==> src/rtl/seq_ctrl_pkg.sv <==
// Purpose: shared types and constants for the arbitrary-sequence counter sequencer.
// Latency: n/a (declarations only).
// Backpressure: n/a.
package seq_pkg;

    localparam int SEQ_LEN = 8;

    // Code loaded whenever an illegal code is seen, and the reset value of q.
    localparam logic [3:0] RESET_CODE = 4'd0;

    // Legal codes in stepping order; the last entry wraps to the first.
    localparam logic [3:0] SEQ [SEQ_LEN] = '{4'd0, 4'd2, 4'd5, 4'd7,
                                             4'd8, 4'd11, 4'd13, 4'd14};

    typedef enum logic [1:0] {
        IDLE = 2'd0,
        LOAD = 2'd1,
        RUN  = 2'd2,
        DONE = 2'd3
    } seqState_t;

endpackage

==> src/rtl/seq_ctrl_if.sv <==
// Purpose: host command / control / status bundle of the sequencer.
// Latency: n/a (wires only).
// Backpressure: cmd_valid/cmd_ready handshake; the command is taken on an edge where both are high.
interface seq_ctrl_if #(
    parameter int STEP_W = 8
);
    logic              cmd_valid;
    logic              cmd_ready;
    logic [3:0]        cmd_start;
    logic [STEP_W-1:0] cmd_steps;
    logic              cmd_mode;
    logic              stop;
    logic              hold;
    logic [3:0]        q;
    logic              busy;
    logic              done;
    logic              err;
    logic [STEP_W-1:0] steps_done;

    // Host side: issues commands and run controls, observes status.
    modport master (
        output cmd_valid, cmd_start, cmd_steps, cmd_mode, stop, hold,
        input  cmd_ready, q, busy, done, err, steps_done
    );

    // Sequencer side.
    modport slave (
        input  cmd_valid, cmd_start, cmd_steps, cmd_mode, stop, hold,
        output cmd_ready, q, busy, done, err, steps_done
    );
endinterface

==> src/rtl/seq_ctrl_next.sv <==
// Purpose: table lookup of the successor of a 4-bit code, plus a legality flag.
// Latency: combinational.
// Backpressure: none.
// Ports: code (in, 4) -> nxt (out, 4; RESET_CODE when code is illegal), legal (out, 1).
module seq_next
    import seq_pkg::*;
(
    input  logic [3:0] code,
    output logic [3:0] nxt,
    output logic       legal
);

    always_comb begin
        nxt   = RESET_CODE;
        legal = 1'b0;
        for (int i = 0; i < SEQ_LEN; i++) begin
            if (code == SEQ[i]) begin
                legal = 1'b1;
                nxt   = SEQ[(i == SEQ_LEN - 1) ? 0 : i + 1];
            end
        end
    end

endmodule

==> src/rtl/seq_ctrl.sv <==
// Purpose: command-driven sequencer owning the counter code q; loads, steps N times or free-runs, holds, stops.
// Latency: accept edge -> q=start one edge later (LOAD) -> first step on the following edge.
// Backpressure: cmd_ready only in IDLE; commands presented at other times wait.
// Ports: C clock, R sync active-high reset, bus (seq_ctrl_if.slave) for commands, stop/hold and status.
module seq_ctrl
    import seq_pkg::*;
#(
    parameter int STEP_W = 8
)(
    input  logic      C,
    input  logic      R,
    seq_ctrl_if.slave bus
);

    seqState_t         state;
    logic [3:0]        q;
    logic [3:0]        startLat;
    logic [STEP_W-1:0] stepsLat;
    logic [STEP_W-1:0] stepsDone;
    logic [STEP_W-1:0] stepsInc;
    logic              modeLat;
    logic              busy;
    logic              done;
    logic              err;

    // One lookup serves both uses: in LOAD it vets the latched start code,
    // in RUN it supplies the successor of q (RESET_CODE if q is illegal).
    logic [3:0] lookCode;
    logic [3:0] lookNext;
    logic       lookLegal;

    assign lookCode = (state == LOAD) ? startLat : q;

    seq_next uNext (
        .code  (lookCode),
        .nxt   (lookNext),
        .legal (lookLegal)
    );

    assign stepsInc = stepsDone + 1'b1;

    always_ff @(posedge C) begin
        if (R) begin
            state     <= IDLE;
            q         <= RESET_CODE;
            startLat  <= RESET_CODE;
            stepsLat  <= '0;
            stepsDone <= '0;
            modeLat   <= 1'b0;
            busy      <= 1'b0;
            done      <= 1'b0;
            err       <= 1'b0;
        end else begin
            case (state)
                IDLE: begin
                    done <= 1'b0;
                    if (bus.cmd_valid) begin
                        startLat  <= bus.cmd_start;
                        stepsLat  <= bus.cmd_steps;
                        modeLat   <= bus.cmd_mode;
                        err       <= 1'b0;
                        stepsDone <= '0;
                        busy      <= 1'b1;
                        state     <= LOAD;
                    end
                end
                LOAD: begin
                    q <= lookLegal ? startLat : RESET_CODE;
                    if (!lookLegal) begin
                        err <= 1'b1;
                    end
                    if (!modeLat && stepsLat == '0) begin
                        busy  <= 1'b0;
                        done  <= 1'b1;
                        state <= DONE;
                    end else begin
                        state <= RUN;
                    end
                end
                RUN: begin
                    if (bus.stop) begin
                        busy  <= 1'b0;
                        done  <= 1'b1;
                        state <= DONE;
                    end else if (!bus.hold) begin
                        // An illegal q steps to RESET_CODE and flags err; still a step.
                        q <= lookNext;
                        if (!lookLegal) begin
                            err <= 1'b1;
                        end
                        if (!modeLat) begin
                            stepsDone <= stepsInc;
                            if (stepsInc == stepsLat) begin
                                busy  <= 1'b0;
                                done  <= 1'b1;
                                state <= DONE;
                            end
                        end else if (stepsDone != '1) begin
                            stepsDone <= stepsInc;
                        end
                    end
                end
                DONE: begin
                    done  <= 1'b0;
                    state <= IDLE;
                end
                default: begin
                    busy  <= 1'b0;
                    done  <= 1'b0;
                    state <= IDLE;
                end
            endcase
        end
    end

    assign bus.cmd_ready  = (state == IDLE);
    assign bus.q          = q;
    assign bus.busy       = busy;
    assign bus.done       = done;
    assign bus.err        = err;
    assign bus.steps_done = stepsDone;

endmodule

==> src/flat_wrapper.sv <==
// flat-port wrapper written by rule: the top's interface ports become plain ports
module seq_ctrl_flat import seq_pkg::*;
#(
    parameter int STEP_W = 8
)
  (C, R, bus_cmd_valid, bus_cmd_start, bus_cmd_steps, bus_cmd_mode, bus_stop, bus_hold, bus_cmd_ready, bus_q, bus_busy, bus_done, bus_err, bus_steps_done);
  seq_ctrl_if #(.STEP_W(STEP_W)) bus_i ();
  input  logic C;
  input  logic R;
  input wire logic [$bits(bus_i.cmd_valid)-1:0] bus_cmd_valid;
  input wire logic [$bits(bus_i.cmd_start)-1:0] bus_cmd_start;
  input wire logic [$bits(bus_i.cmd_steps)-1:0] bus_cmd_steps;
  input wire logic [$bits(bus_i.cmd_mode)-1:0] bus_cmd_mode;
  input wire logic [$bits(bus_i.stop)-1:0] bus_stop;
  input wire logic [$bits(bus_i.hold)-1:0] bus_hold;
  output wire logic [$bits(bus_i.cmd_ready)-1:0] bus_cmd_ready;
  output wire logic [$bits(bus_i.q)-1:0] bus_q;
  output wire logic [$bits(bus_i.busy)-1:0] bus_busy;
  output wire logic [$bits(bus_i.done)-1:0] bus_done;
  output wire logic [$bits(bus_i.err)-1:0] bus_err;
  output wire logic [$bits(bus_i.steps_done)-1:0] bus_steps_done;
  assign bus_i.cmd_valid = bus_cmd_valid;
  assign bus_i.cmd_start = bus_cmd_start;
  assign bus_i.cmd_steps = bus_cmd_steps;
  assign bus_i.cmd_mode = bus_cmd_mode;
  assign bus_i.stop = bus_stop;
  assign bus_i.hold = bus_hold;
  assign bus_cmd_ready = bus_i.cmd_ready;
  assign bus_q = bus_i.q;
  assign bus_busy = bus_i.busy;
  assign bus_done = bus_i.done;
  assign bus_err = bus_i.err;
  assign bus_steps_done = bus_i.steps_done;
  seq_ctrl #(.STEP_W(STEP_W)) u_core (.C(C), .R(R), .bus(bus_i));
endmodule
==> config.mk <==
export PLATFORM = sky130hd
export DESIGN_NAME = seq_ctrl_flat
export DESIGN_NICKNAME = d
export VERILOG_FILES = /design/src/rtl/seq_ctrl_pkg.sv /design/src/rtl/seq_ctrl_if.sv /design/src/rtl/seq_ctrl_next.sv /design/src/rtl/seq_ctrl.sv /design/src/flat_wrapper.sv
export SDC_FILE = /design/constraint.sdc
export NUM_CORES = 1
export LEC_CHECK = 0
export CAP_MARGIN = 40
export CORE_ASPECT_RATIO = 0.75
export CORE_MARGIN = 3
export CORE_UTILIZATION = 54
export CTS_BUF_LIST = sky130_fd_sc_hd__clkbuf_4
export CTS_CLUSTER_SIZE = 16
export DETAILED_ROUTE_END_ITERATION = 10
export GPL_TIMING_DRIVEN = 0
export PLACE_DENSITY = 0.83
export SYNTH_ARGS = -nofsm -noshare
export SYNTH_HDL_FRONTEND = slang
export SYNTH_HIERARCHICAL = 1
export SYNTH_SLANG_ARGS = --single-unit
export TNS_END_PERCENT = 50
==> constraint.sdc <==
create_clock -name C -period 2.71 [get_ports C]
set_input_delay 0.542 -clock C [delete_from_list [all_inputs] [get_ports C]]
set_output_delay 0.542 -clock C [all_outputs]
set_load 0.01 [all_outputs]
## Yosys cells after proc, flatten, opt, wreduce, memory -nomap -nowiden

Cells that the tools add are included.

- Register bits after elaboration: 30
- Input bits: 18
- Output and inout port bits: 16
- Logic and storage cells: 98

- Add/subtract/negate cells: 1
- Eq/ne operators: 20
- Multiplexer cells: 52
- Reductions and logical operators: 16

Operators by type and width:

| kind | count |
|---|---|
| $mux W4 | 11 |
| $mux W8 | 5 |
| $mux W1 | 24 |
| $eq A4 B4 Y1 const B | 4 |
| $pmux W8 S2 | 1 |
| $mux W2 | 6 |
| $reduce_and A4 Y1 | 3 |
| $ne A3 B3 Y1 const B | 3 |
| $pmux W1 S3 | 3 |
| $add A8 B1 Y8 const B | 1 |
| $eq A4 B3 Y1 const B | 2 |
| $eq A8 B8 Y1 | 1 |
| $logic_not A8 Y1 | 1 |
| $ne A2 B2 Y1 const B | 4 |
| $ne A8 B8 Y1 const B | 1 |
| $pmux W2 S4 | 1 |
| $pmux W4 S2 | 1 |
| $reduce_and A6 Y1 | 1 |
| $reduce_and A5 Y1 | 1 |
| $eq A2 B2 Y1 const B | 2 |
| $eq A4 B2 Y1 const B | 1 |
| $logic_not A4 Y1 | 1 |
| $reduce_bool A2 Y1 | 2 |
| $ne A3 B2 Y1 const B | 1 |
| 8 further kinds | 8 |

## Logic depth before layout (Yosys ltp)

Gate-level depths: netlist of the first run.

- Depth in word-level cells: 15
- Depth in mapped cells: 12
- Depth with buffers taken out: 10

## Modules after synthesis

The synthesis of the first run kept the hierarchy.

Modules (own cells, without submodules):

| module | instances | cells an instance | area each (um^2) | sequential area each (um^2) |
|---|---|---|---|---|
| seq_ctrl | 1 | 208 | 1642.8 | 600.6 |
| seq_next | 1 | 21 | 138.9 | 0.0 |

## Least setup slack after synthesis of the first run

No wires, ideal clock.

- Kind: register to register
- From: reg u_core.stepsDone[0], in the netlist u_core/bus.steps_done[0]
- To: reg u_core.busy, in the netlist u_core/bus.busy
- Library setup time: 0.123 ns
- Arrival time: 2.241 ns
- Data required time: 2.587 ns
- Slack: 0.346 ns
- Stages on the path, launching flop included: 8
- Path buffers: 0
- Clock period less this slack: 2.364 ns
- Cell sequence: dfxtp_1 ha_1 xor2_1 or4_4 a2111oi_4 a211oi_2 nor4_2 mux2_1

- Word-level cells in the longest chain between the ends: 4

Ends and longest elaborated chain:

| what | RTL line | text |
|---|---|---|
| from (decl) | seq_ctrl.sv:19 | `logic [STEP_W-1:0] stepsDone;` |
| from (signal assigned) | seq_ctrl.sv:92 | `stepsDone <= stepsInc;` |
| from (signal assigned) | seq_ctrl.sv:99 | `stepsDone <= stepsInc;` |
| $add A8 B1 Y8 | seq_ctrl.sv:40 | `assign stepsInc = stepsDone + 1'b1;` |
| $eq A8 B8 Y1 | seq_ctrl.sv:93 | `if (stepsInc == stepsLat) begin` |
| $ne A3 B2 Y1 (no source line) | n/a |  |
| $reduce_and A6 Y1 (no source line) | n/a |  |
| to (signal assigned) | seq_ctrl.sv:50 | `busy <= 1'b0;` |
| to (signal assigned) | seq_ctrl.sv:94 | `busy <= 1'b0;` |
| to (signal assigned) | seq_ctrl.sv:108 | `busy <= 1'b0;` |
| to (decl) | seq_ctrl.sv:22 | `logic busy;` |

No other way between the ends.
A chain may end at the register's enable or synchronous reset.

## Worst setup path in the final report of the first run

- From: reg u_core.stepsDone[3], in the netlist u_core/bus.steps_done[3]
- To: reg u_core.busy, in the netlist u_core/bus.busy

The elaborated chain is that of the path after synthesis.

==> results.yml, run 1 <==
finish:
  diodes: 0
  area_growth_pct: 24.4
  nets: 291
  layout-drive-gt1-share_pct: 9.67
yosys:
  yosysSeqAreaShare_pct: 33.7
  async_flop_share_pct: 0
  synth-edff-count: 0
  synthAdderAreaFrac_pct: 3.51
  synthTopCellsByCount: "34 x nand2_1, 31 x a21oi_1, 30 x dfxtp_1, 26 x nor2_1, 7 x xor2_1"
  postSynthAreaPerCell_um2: 7.78
  ys.flop_type: "dfxtp_1"
  synth-compound-area-share_pct: 18.8
  ys_top_cells_by_area: "dfxtp_1 34%, a21oi_1 8.7%, nand2_1 7.2%"
  synth_most_common_cell: "nand2_1"
  syn_nets: 252
  yosysTopAreaCell: "dfxtp_1"
  syn_inst: 229
  synth-simple-area-share_pct: 29.8
  synth_cell_types: 50
  synth_area_mm2: 0.00178
  synth_xor_area_share_pct: 6.39
  synth_top_area_share_pct: 33.7
  synth_top_family_by_area: "simple AND/OR/NAND/NOR gates"
  ys_warn_count: 6
  ys_seq_elements: 30
  synth.area.mux_share_pct: 3.72
place:
  gp_congestion: 0.851
  io_buffers: 33
  dp_hpwl_um: 3310
  place_ws_ns: 0.0468
clock_tree:
  cts_tree: "built"
  insertion_delay_ns: 0.32
  path_clk_slew_ns: 0.10
  clock_path_buffers: 2
  htree_levels: 2
  numCtsBuffers: 5
  cts-root-buf: "clkbuf_4"
  cts_sinks: 30
critical_path:
  cp-end-kind: "register"
  crit_slowest_cell: "dfxtp_1"
  crit_type: "reg2reg"
  cpPeakStageDelay_ns: 0.52
  crit_path_max_fanout: 8
  cp.arrival_ns: 2.70
  cp-start-kind: "register"
  worstPathCellList: "and4_1 -> and2b_1 -> a31oi_1 -> nor3b_1 -> a211oi_2 -> nor4_2 -> mux2_1"
  cp_data_required_time_ns: 2.93
sta:
  slew_viol_final: 0
  min_period_ns: 2.48
  fin_setup_tns_ns: 0
  worst_pin_slew_ns: 0.627
  relSlewSlack_pct: 57.0
  fin_crit_sh_pct: 91.5
  setup_viol: 0
  finalHoldViolCount: 0
  fmax_mhz: 403
  skew_ns: 0.0147
  grt_setup_unrepaired: "false"
  worst_slack_ns: 0.231
floorplan:
  rows: 17
  die_h_um: 55.7
  initial_core_util_pct: 58.6
  die_w_um: 72.3
  pin_count: 34
  core_mm2: 0.00304
  die_area_mm2: 0.00403
global_routing:
  grt_overflow: 0
  grt_pass1_wl_um: 7090
  grt_pass1_vias: 1509
  grt_max_degree: 11
  grt_usage_pct: 22.1
  antenna_found_initial: 0
detailed_routing:
  wl_met2_um: 1850
  dr.pass1.iters: 5
  route.detailed.drc: 0
  routed_wl_um: 4430
  dr_wl_met3_um: 352
  vias: 1770
  drt_iter0_markers: 160
  vias_per_cell: 5.77
  ant_nets: 0
  wl_per_cell_um: 14.4
  top_layer: "met4"
  met1_length_um: 2180
power_and_ir_drop:
  vdd_ir_drop_max_mv: 0.412
  powerDensity_mw_per_mm2: 717
  p_leak_nw: 0.855
hold_path:
  hold_path.class: "reg2reg"
status:
  status: "finished, final reports clean"
flow_run:
  cap_violations: 0
-- stage by stage --
step / hold WS [ns] / utilization [%] / instance area (um2) / power, mW / instances
after floorplan: 0.441 / - / 1780 / 1.09 / 229
after global placement: 0.453 / 71.0 / 2160 / 1.30 / 300
after detailed placement: 0.461 / 71.0 / 2160 / 1.32 / 300
after CTS: 0.473 / 72.8 / 2210 / 1.59 / 308
after global routing: 0.501 / 72.9 / 2220 / 1.69 / 307
final: 0.468 / 72.9 / 2220 / 1.59 / 307
-- report_power, final --
part	leakage (nW)	internal [mW]	switching (mW)
clock	0.0331	0.107	0.155
combinational	0.577	0.324	0.432
sequential	0.245	0.511	0.0606
total	0.855	0.942	0.647
-- placed cells by master, fill, tap and decap left out, types with 3 or more instances in the layout --
cell             count
nor2b_1              4
nor3_1               5
a21oi_1             31
inv_1                5
xor2_1               7
clkbuf_4             6
nor4_1               3
clkdlybuf4s50_1     33
nor2_1              26
clkbuf_1             4
nand3b_1             5
ha_1                 3
nand2_1             34
and3_1               4
xnor2_1              6
nand3_1              5
o21ai_0              3
dfxtp_1             29
o21ai_1              5
mux2_2               4
-- registers in the layout, summed over array words and instances (netlist names) --
| name | flops |
|---|---|
| u_core/state | 2 |
| u_core/bus.busy | 1 |
| u_core/stepsLat | 8 |
| u_core/startLat | 4 |
| u_core/modeLat | 1 |
| u_core/bus.done | 1 |
| u_core/bus.err | 1 |
| u_core/bus.steps_done | 8 |
| u_core/bus.q | 4 |
-- layer usage --
layer | vias up | global-route usage [%]
met5 | - | 0
met4 | 0 | 6.43
met3 | 6 | 4.69
met2 | 71 | 31.6
met1 | 812 | 32.9
li1 | 881 | -
-- kinds of logic (layout without fill, tap and decap cells) --
| kind of cell | Yosys count | after routing |
|---|---|---|
| AND/OR/NAND/NOR | 104 | 104 |
| AO/OA/AOI/OAI | 54 | 54 |
| flip-flops | 30 | 30 |
| buffers and inverters | 17 | 57 |
| XOR/XNOR | 13 | 13 |
| multiplexers | 6 | 6 |
| adder cells (fa/ha/maj) | 5 | 5 |
-- area by class of cell --
class                      count  area (um2)
inverter                       6        22.5
clock inverter                 2        8.76
multi-input combinational    182        1110
fill                         258         826
tap                           38        47.5
buffer                        10        45.0
timing repair buffer          33         330
sequential                    30         602
clock buffer                   6        45.0
-- final timing paths --
check	depth (start not counted)	slack (ns)	endpoint	from
min	2	0.47	u_core/startLat[3]	u_core/startLat[3]
max reg2reg	7	0.23	u_core/bus.busy	u_core/bus.steps_done[3]
max	7	0.23	u_core/bus.busy	u_core/bus.steps_done[3]
min reg2reg	2	0.47	u_core/startLat[3]	u_core/startLat[3]
-- critical path: cells and delay by family, from the launching register on --
family | cells | cell delay [ns]
and+or+nand+nor | 4 | 1.21
DFF | 1 | 0.52
muxes | 1 | 0.34
AOI/OAI and AO/OA | 2 | 0.31
-- repair_timing --
item,in CTS,in global routing
setup endpoints to repair,0,5
buffers inserted,0,0
hold buffers,0,0
resized for setup,0,3
Note: power is estimated with default switching activity, not from simulation.
==> inputs of run 2 (changes only) <==
--- a/config.mk
+++ b/config.mk
@@ -7,7 +7,7 @@
 export LEC_CHECK = 0
 export CAP_MARGIN = 40
 export CORE_ASPECT_RATIO = 0.75
-export CORE_MARGIN = 3
+export CORE_MARGIN = 10
 export CORE_UTILIZATION = 54
 export CTS_BUF_LIST = sky130_fd_sc_hd__clkbuf_4
 export CTS_CLUSTER_SIZE = 16
==> constraint.sdc (replaced) <==
create_clock -name C -period 2.71 [get_ports C]
set_input_delay 0.6775 -clock C [delete_from_list [all_inputs] [get_ports C]]
set_output_delay 0.6775 -clock C [all_outputs]
set_load 0.01 [all_outputs]
==> run 2 against run 1 <==
Effect of this change:
- sequential share of layout area shrank 0.092 points
- register-to-register slack hardly changed
- wire length is 1.9% higher
- cell count is the same
- total power shrank 0.13%
- sequential cell count unchanged
- first-iteration DRC count shrank 31%
- critical path depth is 1 lower
- combinational power about the same
- die area up 49%
- clock power about the same
- largest cell class unchanged
==> results.yml, run 2 (synthesis results as in run 1) <==
critical_path:
  cp-start-kind: "input port"
  worstPathCellList: "clkdlybuf4s50_1 -> or4_4 -> a2111oi_4 -> a211oi_2 -> nor4_2 -> mux2_1"
  crit_type: "in2reg"
  cp.arrival_ns: 2.70
  crit_slowest_cell: "or4_4"
  cp_data_required_time_ns: 2.93
  cp-end-kind: "register"
  crit_path_max_fanout: 6
  cpPeakStageDelay_ns: 0.54
clock_tree:
  cts-root-buf: "clkbuf_4"
  cts_setup_buffers: 0
  htree_levels: 2
  clock_path_buffers: 2
  cts_tree: "built"
  cts_hold_buf: 0
  insertion_delay_ns: 0.33
  numCtsBuffers: 5
  path_clk_slew_ns: 0.10
  cts_sinks: 30
finish:
  regArea_um2: 602
  area_growth_pct: 24.8
  stdcell_count: 307
  diodes: 0
  most-common-layout-cells: "34 x nand2_1, 33 x clkdlybuf4s50_1, 31 x a21oi_1"
  nets: 291
  layout-drive-gt1-share_pct: 10.0
  fillers: 245
  multiInputGateArea_mm2: 0.00112
  layout_commonest_cell: "nand2_1"
detailed_routing:
  wl_per_cell_um: 14.7
  vias_per_cell: 5.65
  drt_iter0_markers: 110
  ant_nets: 0
  vias: 1734
  route.detailed.drc: 0
  dr.pass1.iters: 4
  routed_wl_um: 4510
global_routing:
  grt_usage_pct: 14.8
  antenna_found_initial: 0
  grt_max_degree: 11
  grt_pass1_wl_um: 7500
  grt_overflow: 0
  grt_pass1_vias: 1598
status:
  status: "finished, final reports clean"
place:
  io_buffers: 33
  place_ws_ns: -0.121
  dp_cells: 300
  gp_congestion: 0.890
  dp_hpwl_um: 3440
sta:
  slew_viol_final: 0
  worst_slack_ns: 0.233
  relSlewSlack_pct: 55.4
  min_period_ns: 2.48
  fmax_mhz: 404
  finalHoldViolCount: 0
  fin_setup_tns_ns: 0
  setup_viol: 0
  grt_setup_unrepaired: "false"
  fin_crit_sh_pct: 91.4
  skew_ns: 0.0105
  worst_pin_slew_ns: 0.650
floorplan:
  initial_core_util_pct: 58.6
  core_mm2: 0.00304
  pin_count: 34
  die_h_um: 69.7
  rows: 17
  die_w_um: 86.3
  die_area_mm2: 0.00602
power_and_ir_drop:
  powerDensity_mw_per_mm2: 714
  vdd_ir_drop_max_mv: 0.467
  p_leak_nw: 0.857
flow_run:
  cap_violations: 0
hold_path:
  hold_path.class: "reg2reg"
-- run 2: cell count changes in the layout (fill, tap and decap cells not counted) --
| cell | before | now |
|---|---|---|
| xor2_2 | 0 | 1 |
| xor2_1 | 7 | 6 |
-- run 2: critical path: cells and delay by family --
family	cells	cell delay (ns)
mux	1	0.34
buf+inv	1	0.43
simple gates	2	0.85
compound gates	2	0.39
-- run 2: power breakdown --
part | switching (mW) | total (mW) | internal (mW)
clock | 0.158 | 0.265 | 0.107
sequential | 0.0586 | 0.570 | 0.511
combinational | 0.427 | 0.752 | 0.325
total | 0.643 | 1.59 | 0.943
-- run 2: repair_timing --
| action | 4_1_cts | 5_1_grt |
|---|---|---|
| gates resized for setup | 0 | 4 |
| endpoints found under the setup margin | 0 | 5 |
| hold endpoints to repair | 0 | 0 |
-- run 2: path summary, 6_finish.rpt --
path | start | endpoint | slack [ns] | depth (start not counted)
min | u_core/startLat[1] | u_core/startLat[1] | 0.48 | 2
max reg2reg | u_core/bus.steps_done[0] | u_core/bus.busy | 0.24 | 8
max | bus_hold | u_core/bus.busy | 0.23 | 6
min reg2reg | u_core/startLat[1] | u_core/startLat[1] | 0.48 | 2
-- run 2: final cells by class --
cell class / count / share of cell area, %
Clock buffer: 6 / 2.03
Tap cell: 38 / 2.14
Timing Repair Buffer: 33 / 14.9
Buffer: 10 / 2.03
Multi-Input combinational cell: 182 / 50.5
Sequential cell: 30 / 27.1
Clock inverter: 2 / 0.394
Inverter: 6 / 1.01
-- run 2: metrics by stage --
| stage | area, um2 | total power [mW] | util [%] | hold WS (ns) |
|---|---|---|---|---|
| after floorplan | 1780 | 1.09 | - | 0.441 |
| after global placement | 2160 | 1.30 | 71.0 | 0.454 |
| after detailed placement | 2160 | 1.32 | 71.0 | 0.457 |
| after CTS | 2210 | 1.58 | 72.8 | 0.471 |
| after global routing | 2220 | 1.71 | 73.1 | 0.509 |
| final | 2220 | 1.59 | 73.1 | 0.477 |
-- run 2: per-layer routing --
| metal | global-route usage, % | share of wire (%) | vias to the layer above |
|---|---|---|---|
| met5 | 0 | 0 | - |
| li1 | - | - | 881 |
| met2 | 21.5 | 42 | 43 |
| met1 | 20.0 | 49 | 806 |
| met3 | 5.04 | 7.5 | 4 |
| met4 | 4.46 | 0.78 | 0 |
